===== config.mk =====
export PLATFORM = sky130hd
export DESIGN_NAME = uart_prog_loader_flat
export DESIGN_NICKNAME = d
export VERILOG_FILES = /design/src/rtl/uart_prog_loader_if.sv /design/src/rtl/uart_prog_loader.sv /design/src/flat_wrapper.sv
export SDC_FILE = /design/constraint.sdc
export NUM_CORES = 1
export LEC_CHECK = 0
export ABC_AREA = 1
export BUFFER_PORTS_ARGS = -buffer_cell sky130_fd_sc_hd__buf_2
export CAP_MARGIN = 5
export CORE_ASPECT_RATIO = 0.8
export CORE_UTILIZATION = 30
export DETAILED_ROUTE_END_ITERATION = 8
export MAX_ROUTING_LAYER = met4
export PLACE_DENSITY = 0.46
export SYNTH_ARGS = -nofsm -noshare
export SYNTH_HDL_FRONTEND = slang
export SYNTH_SLANG_ARGS = --single-unit

===== constraint.sdc =====
create_clock -name clk -period 2.1 [get_ports clk]
set_input_delay 0.21 -clock clk [delete_from_list [all_inputs] [get_ports clk]]
set_output_delay 0.21 -clock clk [all_outputs]
set_load 0.03 [all_outputs]

===== src/rtl/uart_prog_loader_if.sv =====
`default_nettype none
// ============================================================================
// Module   : uart_prog_loader_if
// Purpose  : Bundles the loader's serial input, load request, RAM write port
//            and processor-control status lines.
// Revision : 1.0 - initial release
// ============================================================================
interface uart_prog_loader_if #(
  parameter int ADDR_W = 8
);
  logic              rx;
  logic              load_req;
  logic              mem_write;
  logic [ADDR_W-1:0] mem_addr;
  logic [7:0]        mem_data;
  logic              cpu_hold;
  logic              busy;
  logic              done;
  logic              error;

  // Loader side: consumes the serial line and request, drives RAM and status.
  modport master (
    input  rx, load_req,
    output mem_write, mem_addr, mem_data, cpu_hold, busy, done, error
  );

  // System side: drives the serial line and request, observes the loader.
  modport slave (
    output rx, load_req,
    input  mem_write, mem_addr, mem_data, cpu_hold, busy, done, error
  );
endinterface
`default_nettype wire


===== src/rtl/uart_prog_loader.sv =====
`default_nettype none
// ============================================================================
// Module   : uart_prog_loader
// Purpose  : Receives a length-prefixed program image over an 8N1 UART line,
//            writes it into processor RAM, verifies an 8-bit additive
//            checksum and then releases the processor or flags an error.
//            Image format: count byte (0 = 256), data bytes, checksum byte.
// Revision : 1.0 - initial release
// ============================================================================
module uart_prog_loader #(
  parameter int CLKS_PER_BIT = 868,
  parameter int ADDR_W       = 8
) (
  input  wire logic          clk,
  input  wire logic          rst,
  uart_prog_loader_if.master bus
);

  localparam int c_CLK_W = $clog2(CLKS_PER_BIT);
  localparam int c_CNT_W = ((ADDR_W > 8) ? ADDR_W : 8) + 1;
  localparam logic [c_CLK_W-1:0] c_HALF_M1 = c_CLK_W'(CLKS_PER_BIT / 2 - 1);
  localparam logic [c_CLK_W-1:0] c_BIT_M1  = c_CLK_W'(CLKS_PER_BIT - 1);

  typedef enum logic [1:0] {
    RX_IDLE  = 2'd0,
    RX_START = 2'd1,
    RX_DATA  = 2'd2,
    RX_STOP  = 2'd3
  } rx_state_t;

  typedef enum logic [2:0] {
    S_IDLE  = 3'd0,
    S_COUNT = 3'd1,
    S_DATA  = 3'd2,
    S_CHECK = 3'd3,
    S_DONE  = 3'd4,
    S_ERR   = 3'd5
  } state_t;

  // Serial input synchroniser and edge history
  logic r_rx_meta;
  logic r_rx_sync;
  logic r_rx_prev;

  // Receiver
  rx_state_t          r_rx_state;
  logic [c_CLK_W-1:0] r_clk_cnt;
  logic [2:0]         r_bit_idx;
  logic [7:0]         r_shift;
  logic [7:0]         r_byte;
  logic               r_byte_valid;
  logic               r_frame_err;

  // Loader
  state_t             r_state;
  logic [7:0]         r_sum;
  logic [c_CNT_W-1:0] r_count;
  logic [ADDR_W-1:0]  r_index;
  logic               r_mem_write;
  logic [ADDR_W-1:0]  r_mem_addr;
  logic [7:0]         r_mem_data;
  logic               r_cpu_hold;
  logic               r_busy;
  logic               r_done;
  logic               r_error;

  logic [c_CNT_W-1:0] w_byte_count;
  logic [c_CNT_W-1:0] w_index_next;

  // A count byte of zero stands for a full 256-byte image.
  assign w_byte_count = (r_byte == 8'd0) ? c_CNT_W'(256) : c_CNT_W'(r_byte);
  assign w_index_next = c_CNT_W'(r_index) + c_CNT_W'(1);

  // Two-flop synchroniser; idle-high reset so no false edge comes out of reset.
  always_ff @(posedge clk) begin
    if (rst) begin
      r_rx_meta <= 1'b1;
      r_rx_sync <= 1'b1;
      r_rx_prev <= 1'b1;
    end else begin
      r_rx_meta <= bus.rx;
      r_rx_sync <= r_rx_meta;
      r_rx_prev <= r_rx_sync;
    end
  end

  // 8N1 receiver: start-bit qualify at mid-bit, then one sample per bit time.
  always_ff @(posedge clk) begin
    if (rst) begin
      r_rx_state   <= RX_IDLE;
      r_clk_cnt    <= '0;
      r_bit_idx    <= '0;
      r_shift      <= '0;
      r_byte       <= '0;
      r_byte_valid <= 1'b0;
      r_frame_err  <= 1'b0;
    end else begin
      r_byte_valid <= 1'b0;
      r_frame_err  <= 1'b0;
      case (r_rx_state)
        RX_IDLE: begin
          // Edge (not level) detect so a stuck-low line after a bad stop
          // bit does not retrigger a frame.
          if (r_rx_prev && !r_rx_sync) begin
            r_rx_state <= RX_START;
            r_clk_cnt  <= '0;
          end
        end
        RX_START: begin
          if (r_clk_cnt == c_HALF_M1) begin
            r_clk_cnt <= '0;
            r_bit_idx <= '0;
            r_rx_state <= r_rx_sync ? RX_IDLE : RX_DATA;
          end else begin
            r_clk_cnt <= r_clk_cnt + 1'b1;
          end
        end
        RX_DATA: begin
          if (r_clk_cnt == c_BIT_M1) begin
            r_clk_cnt <= '0;
            r_shift   <= {r_rx_sync, r_shift[7:1]};
            if (r_bit_idx == 3'd7) begin
              r_rx_state <= RX_STOP;
            end else begin
              r_bit_idx <= r_bit_idx + 1'b1;
            end
          end else begin
            r_clk_cnt <= r_clk_cnt + 1'b1;
          end
        end
        RX_STOP: begin
          if (r_clk_cnt == c_BIT_M1) begin
            r_clk_cnt  <= '0;
            r_rx_state <= RX_IDLE;
            if (r_rx_sync) begin
              r_byte       <= r_shift;
              r_byte_valid <= 1'b1;
            end else begin
              r_frame_err <= 1'b1;
            end
          end else begin
            r_clk_cnt <= r_clk_cnt + 1'b1;
          end
        end
        default: r_rx_state <= RX_IDLE;
      endcase
    end
  end

  // Loader sequencing, RAM write strobe and status outputs.
  always_ff @(posedge clk) begin
    if (rst) begin
      r_state     <= S_IDLE;
      r_sum       <= '0;
      r_count     <= '0;
      r_index     <= '0;
      r_mem_write <= 1'b0;
      r_mem_addr  <= '0;
      r_mem_data  <= '0;
      r_cpu_hold  <= 1'b0;
      r_busy      <= 1'b0;
      r_done      <= 1'b0;
      r_error     <= 1'b0;
    end else begin
      r_mem_write <= 1'b0;
      case (r_state)
        S_IDLE, S_DONE, S_ERR: begin
          // Bytes arriving here are ignored; only a request starts a load.
          if (bus.load_req) begin
            r_state    <= S_COUNT;
            r_cpu_hold <= 1'b1;
            r_busy     <= 1'b1;
            r_done     <= 1'b0;
            r_error    <= 1'b0;
            r_sum      <= '0;
            r_index    <= '0;
          end
        end
        S_COUNT: begin
          if (r_frame_err) begin
            r_state <= S_ERR;
            r_busy  <= 1'b0;
            r_error <= 1'b1;
          end else if (r_byte_valid) begin
            r_count <= w_byte_count;
            r_state <= S_DATA;
          end
        end
        S_DATA: begin
          if (r_frame_err) begin
            r_state <= S_ERR;
            r_busy  <= 1'b0;
            r_error <= 1'b1;
          end else if (r_byte_valid) begin
            r_mem_write <= 1'b1;
            r_mem_addr  <= r_index;
            r_mem_data  <= r_byte;
            r_sum       <= r_sum + r_byte;
            r_index     <= r_index + 1'b1;
            if (w_index_next == r_count) begin
              r_state <= S_CHECK;
            end
          end
        end
        S_CHECK: begin
          if (r_frame_err) begin
            r_state <= S_ERR;
            r_busy  <= 1'b0;
            r_error <= 1'b1;
          end else if (r_byte_valid) begin
            r_busy <= 1'b0;
            if (r_byte == r_sum) begin
              r_state    <= S_DONE;
              r_cpu_hold <= 1'b0;
              r_done     <= 1'b1;
            end else begin
              r_state <= S_ERR;
              r_error <= 1'b1;
            end
          end
        end
        default: r_state <= S_IDLE;
      endcase
    end
  end

  assign bus.mem_write = r_mem_write;
  assign bus.mem_addr  = r_mem_addr;
  assign bus.mem_data  = r_mem_data;
  assign bus.cpu_hold  = r_cpu_hold;
  assign bus.busy      = r_busy;
  assign bus.done      = r_done;
  assign bus.error     = r_error;

endmodule
`default_nettype wire


===== src/flat_wrapper.sv =====
// flat-port wrapper written by rule: the top's interface ports become plain ports
module uart_prog_loader_flat 
#(
  parameter int CLKS_PER_BIT = 868,
  parameter int ADDR_W       = 8
)
  (clk, rst, bus_rx, bus_load_req, bus_mem_write, bus_mem_addr, bus_mem_data, bus_cpu_hold, bus_busy, bus_done, bus_error);
  uart_prog_loader_if #(.ADDR_W(ADDR_W)) bus_i ();
  input  wire logic clk;
  input  wire logic rst;
  input wire logic [$bits(bus_i.rx)-1:0] bus_rx;
  input wire logic [$bits(bus_i.load_req)-1:0] bus_load_req;
  output wire logic [$bits(bus_i.mem_write)-1:0] bus_mem_write;
  output wire logic [$bits(bus_i.mem_addr)-1:0] bus_mem_addr;
  output wire logic [$bits(bus_i.mem_data)-1:0] bus_mem_data;
  output wire logic [$bits(bus_i.cpu_hold)-1:0] bus_cpu_hold;
  output wire logic [$bits(bus_i.busy)-1:0] bus_busy;
  output wire logic [$bits(bus_i.done)-1:0] bus_done;
  output wire logic [$bits(bus_i.error)-1:0] bus_error;
  assign bus_i.rx = bus_rx;
  assign bus_i.load_req = bus_load_req;
  assign bus_mem_write = bus_i.mem_write;
  assign bus_mem_addr = bus_i.mem_addr;
  assign bus_mem_data = bus_i.mem_data;
  assign bus_cpu_hold = bus_i.cpu_hold;
  assign bus_busy = bus_i.busy;
  assign bus_done = bus_i.done;
  assign bus_error = bus_i.error;
  uart_prog_loader #(.CLKS_PER_BIT(CLKS_PER_BIT), .ADDR_W(ADDR_W)) u_core (.clk(clk), .rst(rst), .bus(bus_i));
endmodule

==> run metrics, run 1 <==
Residual DRC 0; Crit. Startpoint u_core.r_byte[2]; Nets approximately 600; final hold violation count 0; clock buffer depth 2; LEAKAGE about 0.0020 uW; RSZ-0062 raised after global routing no; ys flop type dfxtp_1; CTS sink cnt 85; Post-Syn Area about 4100 um^2; Seq/Total Area, Yosys 41.9%; Placed Cells 765; CP Launch Type register; area of the multi-input gates 2030 um^2; Row Count 37; DR WL met3 404 um; number of global-route vias before repair 3,459; Fin Clk Skew ~0.0074 ns; Post-Synthesis Cells 569; H-tree levels 3; Hold Crit Start bus_rx; final non-filler cell total 781; Die Wd 132 um; maxcap violations 0; Critical Path RT 2.37 ns; total grt overflow 0; GP Congestion 0.811; CTS tree done; critical path endpoint category register; initial antenna violation count 0; status finished clean; CP max FO 5; relative slew slack 59.3%; setup violators final 0; clock root buffer clkbuf_16; Least-Margin Pin Slew between 0.6 and 0.7 ns; Via-to-Cell Ratio ~4.7; synthesized net count between 500 and 600; Peak VDD IR 0.633 mV; # fillers around 1.4k; Tcrit/Tclk final between 90 and 100%; effective utilization at floorplan 31.2%; final WL 10,200 um; CORE AREA ~13,000 um^2; Initial DRC Count 175; worst r2r src u_core.r_byte[2]; Die Y 106 um; Post-Syn Area per Cell between 7 and 8 um^2; met1 WL 5370 um; Post-synth EDFFs 0; Tmin final 1.91 ns; FF+latch area 1700 um^2; setup TNS 0 ns; post-CTS setup buffers 0; Hold Path Class in2reg; die area approximately 14,000 um^2; met2 wire length approximately 4400 um; most common cell after layout, fill and taps aside nand2_1; Inserted Diodes 0; flops & latches, synth 85; Max Used Layer met4; PwrDens 913 nW/um^2; Pwr Total 4370 uW; leading cell types in the layout, fill and taps excluded nand2_1 (141), dfxtp_1 (83), a21oi_1 (75); critical path class reg2reg; Num CTS Buffers 9; Yosys warning total 0; Arr. time, crit path 2.19 ns; final antenna-violating net count 0; f_max 523 MHz; ratio of cells with drive above 1 in the final layout 13.7%; routed via count 3,660; cts repair resizes 0; Clock transition at path regs roughly 0.060 ns; hold bufs inserted after CTS 0; Yosys cell types 38; later-pin clock latency in the skew report 0.35 ns; DP HPWL 7270 um; global-route wire length before repair ~17,000 um; drt pass-1 iters 7; routed length per instance 13.1 um; Port-buffer cells 24; Syn-to-layout area delta 18.2%; pin count of the biggest net entering global routing 42; Async SR Flop Fraction 0%; final slew viol count 0; total I/O pin count 25; Total GRT Usage between 10% and 20%
## cell families after synthesis
kind of cell / synth area share, %
buffers and inverters: 8.61
AO/OA/AOI/OAI: 17.7
flip-flops: 41.9
XOR/XNOR: 0.432
adder cells (fa/ha/maj): 4.19
AND/OR/NAND/NOR: 27.1
## Yosys cell counts (all sizes together), types with 3 or more instances
library cell | instances | area share (%)
nand2 | 145 | 14
nor4 | 4 | 0.99
nand3 | 33 | 4.1
a21oi | 77 | 9.5
dfxtp | 85 | 42
inv | 69 | 6.4
nand4 | 4 | 0.62
buf | 7 | 1.0
nor3 | 8 | 1.2
nand3b | 5 | 1.2
or2 | 3 | 0.46
o21ai | 44 | 5.4
nor2 | 46 | 4.8
clkbuf | 10 | 1.2
ha | 12 | 3.7
a211oi | 4 | 0.74
## final timing paths
| path | slack [ns] | cells after the start | endpoint |
|---|---|---|---|
| worst max-delay path | 0.19 | 9 | u_core.r_sum[5] |
| worst min-delay path | 0.05 | 2 | u_core.r_rx_meta |
| worst min register to register | 0.43 | 1 | u_core.r_rx_sync |
| worst max register to register | 0.19 | 9 | u_core.r_sum[5] |
## through the flow
stage	area (um^2)	setup WS [ns]	hold slack (ns)	util, %
after floorplan	4060	0.386	0.314	-
after global placement	4440	0.180	0.402	34.1
after detailed placement	4440	0.152	0.401	34.1
after CTS	4770	0.136	0.0402	36.7
after global routing	4790	0.0185	0.0353	36.8
final	4790	0.187	0.0480	36.8
## cell type report
class,instances,share of cell area [%]
Clock inverter,5,1.70
Clock buffer,11,5.27
Tap cell,175,4.57
Timing Repair Buffer,38,5.22
Multi-Input combinational cell,398,42.3
Sequential cell,85,35.6
Inverter,69,5.40
## worst max-delay path, stage by stage, from the launching register on
cell and delay (ns):
dfxtp_1 0.42, ha_1 0.35, a21oi_1 0.27, nand2_1 0.11, nand2_1 0.10, nand2_1 0.06, a21oi_1 0.16, o21ai_0 0.10
a21o_1 0.17, a21oi_1 0.11
## flip-flops by register name, summed over array words and instances (netlist names), 3 cells and up, named ones only
| signal | cells |
|---|---|
| u_core.r_shift | 8 |
| u_core.r_bit_idx | 3 |
| u_core.bus.mem_addr | 8 |
| u_core.bus.mem_data | 8 |
| u_core.r_byte | 8 |
| u_core.r_sum | 8 |
| u_core.r_state | 3 |
| u_core.r_count | 9 |
| u_core.r_index | 8 |
| u_core.r_clk_cnt | 10 |
## power breakdown
| part | leakage [uW] | switching, uW | internal, uW |
|---|---|---|---|
| sequential | 0.000688 | 75.8 | 1690 |
| combinational | 0.00119 | 557 | 264 |
| clock | 0.000162 | 681 | 1110 |
## routing by layer
metal,vias to the layer above,global-route usage [%]
li1,1935,-
met1,1660,21.5
met2,53,24.6
met3,12,4.05
met4,0,4.73
met5,-,-
Power figures use the tool's default switching activity.
==> run 2: changes to the inputs <==
--- a/config.mk
+++ b/config.mk
@@ -5,7 +5,6 @@
 export SDC_FILE = /design/constraint.sdc
 export NUM_CORES = 1
 export LEC_CHECK = 0
-export ABC_AREA = 1
 export BUFFER_PORTS_ARGS = -buffer_cell sky130_fd_sc_hd__buf_2
 export CAP_MARGIN = 5
 export CORE_ASPECT_RATIO = 0.8
==> run metrics, run 2 <==
Async SR Flop Fraction 0%; initial antenna violation count 0; final core occ 38.2%; Arr. time, crit path 2.25 ns; Seq/Total Area, Yosys 42.4%; final hold violation count 0; Post-synth EDFFs 0; Post-Synthesis Cells slightly below 500; Fin Clk Skew 0.00627 ns; area of the multi-input gates between 2000 and 2500 um^2; ratio of cells with drive above 1 in the final layout between 10% and 20%; final WL 10,200 um; post-route cell area 4950 um^2; CORE AREA 13,000 um^2; Via-to-Cell Ratio 5.01; DP HPWL 7220 um; largest register by flop count u_core.r_clk_cnt; Yosys cell types 53; die area 13,800 um^2; most common cell after layout, fill and taps aside dfxtp_1; global-route wire length before repair 16,900 um; worst r2r src u_core.r_sum[3]; DP Area 4580 um^2; Post-Syn Area 4010 um^2; flops & latches, synth 85; post-CTS setup buffers 0; Synth top area share 42.4%; Hold WS around 0.050 ns; routed length per instance ~14 um; # fillers 1,362; ranking of synthesized cells by area dfxtp_1 (42%), nand2_1 (6.8%), nor2_1 (6.3%); Inserted Diodes 0; max reg flops 10; FF-to-FF End u_core.r_sum[7]; Pwr Total 3630 uW; relative slew slack around half; reg-to-reg setup timing slack between 0.07 and 0.08 ns; Row Count 37; Placed Cells between 700 and 800; effective utilization at floorplan between 30% and 40%; Num CTS Buffers 9; WHS Endpoint u_core.r_rx_meta; Hold Crit Start bus_rx; f_max 495 MHz; synthesized net count 509; FF+latch area 1710 um^2; Least-Margin Pin Slew 0.772 ns; clock buffer depth 2; Hold Path Depth 2; Tcrit/Tclk final 96.3%; final non-filler cell total 722; total grt overflow 0; setup violators final 0; clock root buffer clkbuf_16; Yosys warning total 0; total I/O pin count 25; maxcap violations 0; Largest regs u_core.r_clk_cnt: 10 flops, u_core.r_count: 9 flops; number of global-route vias before repair 3,357; CTS sink cnt 85; routed via count 3,616; PwrDens ~730 nW/um^2; Peak VDD IR approximately 0.36 mV; final slew viol count 0; Synth top cells by count dfxtp_1 (85), nand2_1 (73), nor2_1 (67); Tmin final 2.02 ns; Hold Path Class in2reg; Post-Syn Area per Cell ~8.2 um^2; drt pass-1 iters 6; Crit path top cell by count a2111oi_2; Die Wd 131 um; critical path's slowest cell a2111oi_2; status finished clean; Die Y 105 um; critical path class reg2reg; Reg2Reg Depth 8; pin count of the biggest net entering global routing 38; Critical Path RT 2.33 ns; ys flop type dfxtp_1; leading cell types in the layout, fill and taps excluded dfxtp_1 (80), nand2_1 (73), nor2_1 (65); Residual DRC 0; Initial DRC Count 182; Port-buffer cells 24; CTS tree done; LEAKAGE a little over 0.002 uW; later-pin clock latency in the skew report 0.34 ns; CP Launch Type register; critical path endpoint category register; cell with the most instances after synthesis dfxtp_1; slowest stage delay, CP 0.38 ns; Total GRT Usage 15.6%; CP max FO 3; GP Congestion 0.786; leading area contributor after synthesis dfxtp_1; H-tree levels 3; final antenna-violating net count 0; Clock transition at path regs 0.06 ns; cell chain of the critical path ha_1 -> buf_4 -> nor2_1 -> nor2_2 -> a2111oi_2 -> or3_1 -> a2111oi_2 -> a311o_1; Syn-to-layout area delta 23.4%; Nets 559
-- run 2: cell count changes after synthesis, moves of 9 or more --
cell      before  now
xnor2_1        0   11
a21oi_1       77   48
mux2i_1        0   18
nor3b_1        0   10
nor2_1        42   67
inv_1         64    8
nand3_1       33   13
o21ai_0       40   15
clkbuf_1       9   24
nand2_1      141   73
nor2b_1        0    9
-- run 2: kinds of logic after synthesis --
logic type | count (synthesis) | share of synthesized area (%)
compound gates | 101 | 15.7
buf+inv | 38 | 3.87
mux | 19 | 4.77
flops | 85 | 42.4
fa+ha+maj | 14 | 4.49
simple gates | 221 | 25.7
xor+xnor | 14 | 3.06
-- run 2: power by group --
part / internal [uW] / switching [uW] / total, uW
combinational: 148 / 237 / 384
sequential: 1640 / 37.8 / 1680
clock: 915 / 658 / 1570
-- run 2: what timing repair did --
action,4_1_cts,5_1_grt
setup endpoints to repair,4,9
resized for setup,4,16
hold buffers,0,0
pin swaps,4,2
-- run 2: per-stage QoR --
stage / setup TNS (ns) / setup WS [ns]
floorplan: 0 / 0.00462
global placement: -0.236 / -0.144
detailed placement: -0.429 / -0.175
CTS: 0 / 0.00972
global route: -0.0933 / -0.0734
finish: 0 / 0.0782
-- run 2: worst max-delay path by stage --
stage	start	end	slack, ns	depth (start not counted)
3_5_place_dp	u_core.r_sum[4]	u_core.r_state[0]	-0.18	8
5_1_grt	u_core.r_sum[3]	u_core.r_sum[7]	-0.07	8
6_report	u_core.r_sum[3]	u_core.r_sum[7]	0.08	8
2_1_floorplan	u_core.r_index[0]	u_core.r_state[0]	0.005	8
4_1_cts	u_core.r_sum[4]	u_core.r_sum[7]	0.01	8
3_3_place_gp	u_core.r_sum[0]	u_core.r_state[0]	-0.14	8
-- run 2: layout make-up --
type                       count  area share [%]
timing repair buffer          68            9.09
clock buffer                   9            4.55
inverter                       9           0.682
clock inverter                 7            1.34
sequential                    85            34.5
multi-input combinational    369            45.4
tap                          175            4.42
-- run 2: layer usage --
layer	track usage, %	wire length (um)	part of all wire [%]
met5	-	0	0
met4	4.98	113	1.1
met3	3.56	282	2.8
met2	22.6	4240	42
met1	21.4	5530	54
-- run 2: critical path, delay by kind of cell (launching register included) --
kind,cells,cell delay [ns]
adders and majority gates,1,0.31
buffers and inverters,1,0.16
and+or+nand+nor,3,0.38
AOI/OAI and AO/OA,3,0.75
DFF,1,0.31
==> run 3: changes to the inputs <==
--- a/config.mk
+++ b/config.mk
@@ -8,10 +8,10 @@
 export BUFFER_PORTS_ARGS = -buffer_cell sky130_fd_sc_hd__buf_2
 export CAP_MARGIN = 5
 export CORE_ASPECT_RATIO = 0.8
-export CORE_UTILIZATION = 30
+export CORE_UTILIZATION = 25
 export DETAILED_ROUTE_END_ITERATION = 8
 export MAX_ROUTING_LAYER = met4
-export PLACE_DENSITY = 0.46
+export PLACE_DENSITY = 0.41
 export SYNTH_ARGS = -nofsm -noshare
 export SYNTH_HDL_FRONTEND = slang
 export SYNTH_SLANG_ARGS = --single-unit
==> run metrics, run 3 (synthesis results as in run 2) <==
total I/O pin count 25; effective utilization at floorplan 25.5%; routed length per instance 13.7 um; Int Pwr 2910 uW; CTS tree done; final core occ between 30% and 40%; Row Count 41; slowest stage delay, CP 0.55 ns; Flop pwr share 43.6%; ratio of cells with drive above 1 in the final layout 19.1%; Clock Power Share 45.5%; CORE AREA between 15,000 and 20,000 um^2; Inserted Diodes 0; Hold Path Depth 2; met1 WL 5330 um; DP HPWL 7230 um; Port-buffer cells 24; critical path class reg2reg; FF-to-FF End u_core.r_state[0]; Die Wd 144 um; largest register by flop count u_core.r_clk_cnt; Num CTS Buffers 9; clock root buffer clkbuf_16; Fin Clk Skew 0.0121 ns; final antenna-violating net count 0; logic gate share of total power between 10% and 20%; H-tree levels 3; f_max 498 MHz; Arr. time, crit path approximately 2.2 ns; most common cell after layout, fill and taps aside dfxtp_1; Sw Share 24.1%; GP Congestion between 0.7 and 0.8; post-CTS setup buffers 0; CP max FO 2; switching power total 922 uW; RSZ-0062 raised after global routing no; LEAKAGE 0.00208 uW; Critical Path RT 2.32 ns; worst r2r src u_core.r_sum[0]; relative slew slack 49.9%; Max Used Layer met4; status finished clean; Hold Path Class in2reg; clock buffer depth 2; number of global-route vias before repair 3,462; leading cell types in the layout, fill and taps excluded dfxtp_1 (81), nand2_1 (73), nor2_1 (66); global-route wire length before repair 17,600 um; DR WL met3 around 450 um; CTS sink cnt 85; critical path's slowest cell or4_4; maxcap violations 0; initial antenna violation count 0; Nets 557; max reg flops 10; setup violators final 0; PwrDens 758 nW/um^2; Reg2Reg Depth 8; reg-to-reg setup timing slack roughly 0.093 ns; Largest regs u_core.r_clk_cnt: 10 flops, u_core.r_count: 9 flops; total grt overflow 0; later-pin clock latency in the skew report roughly 0.34 ns; Hold Crit Start bus_rx; final WL 10,400 um; hold bufs inserted after CTS 0; Residual DRC 0; drt pass-1 iters 5; WHS Endpoint u_core.r_rx_meta; final hold violation count 0; die area approximately 17,000 um^2; final slew viol count 0; critical path endpoint category register; Syn-to-layout area delta 26.0%; Clock transition at path regs 0.07 ns; met2 wire length roughly 4500 um; Tmin final around 2.0 ns; Hold WS 0.0537 ns; Die Y 115 um; Initial DRC Count 195; Via-to-Cell Ratio 4.66; Least-Margin Pin Slew 0.746 ns; CP Launch Type register; Total GRT Usage 14.1%; routed via count about 3.5k; Peak VDD IR 0.454 mV; cell chain of the critical path ha_1 -> or4_4 -> nor4_2 -> buf_4 -> o21ai_0 -> o21ai_1 -> or3_1 -> o211ai_2; Tcrit/Tclk final 95.6%; pin count of the biggest net entering global routing 46
[run 3: power by group through the flow]
stage / combinational [uW] / sequential (uW) / clock (uW)
after floorplan: 252 / 1700 / 0
after global placement: 415 / 1700 / 0
after detailed placement: 417 / 1700 / 0
after CTS: 418 / 1670 / 1810
after global routing: 476 / 1670 / 1870
final: 418 / 1670 / 1740
[run 3: routing by layer]
layer / track usage (%) / vias up
met5: - / -
met4: 4.68 / 0
met3: 3.62 / 9
met2: 20.4 / 55
met1: 18.9 / 1660
li1: - / 1812
[run 3: what timing repair did]
| action | 4_1_cts | 5_1_grt |
|---|---|---|
| resized for setup | 4 | 17 |
| endpoints found under the setup margin | 4 | 19 |
| pin swaps | 1 | 5 |
[run 3: how the worst max path moves through the flow]
stage                        end  slack, ns              start  depth (start not counted)
3_3_place_gp   u_core.r_state[0]      -0.18    u_core.r_sum[4]                          8
4_1_cts          u_core.r_sum[7]       0.02    u_core.r_sum[2]                          7
2_1_floorplan  u_core.r_state[0]      0.005  u_core.r_index[0]                          8
6_report       u_core.r_state[0]       0.09    u_core.r_sum[0]                          8
5_1_grt        u_core.r_state[0]      0.001    u_core.r_sum[1]                          8
3_5_place_dp   u_core.r_state[0]      -0.12    u_core.r_sum[4]                          8
[run 3: worst max-delay path, delay by kind of cell (launching register included)]
| family | cells | cell delay [ns] |
|---|---|---|
| AO/OA/AOI/OAI | 3 | 0.27 |
| adder cells (fa/ha/maj) | 1 | 0.30 |
| buffers and inverters | 1 | 0.15 |
| flip-flops | 1 | 0.32 |
| AND/OR/NAND/NOR | 3 | 0.84 |
[run 3: area by class of cell]
type / count / area [um^2]
Clock inverter: 3 / 68.8
Fill cell: 1695 / 10700
Clock buffer: 12 / 256
Timing Repair Buffer: 66 / 460
Tap cell: 215 / 269
Inverter: 9 / 33.8
Sequential cell: 85 / 1710
Multi-Input combinational cell: 369 / 2260
[run 3: per-stage QoR]
stage               std cells  area (um^2)  setup TNS [ns]  total power (uW)  setup WS (ns)
finish                    759         5060               0              3830         0.0929
global route              759         5060               0              4010        0.00131
CTS                       759         4990               0              3900         0.0180
detailed placement        744         4640          -0.202              2120         -0.124
global placement          744         4640          -0.377              2120         -0.183
floorplan                 492         4030               0              1960        0.00462
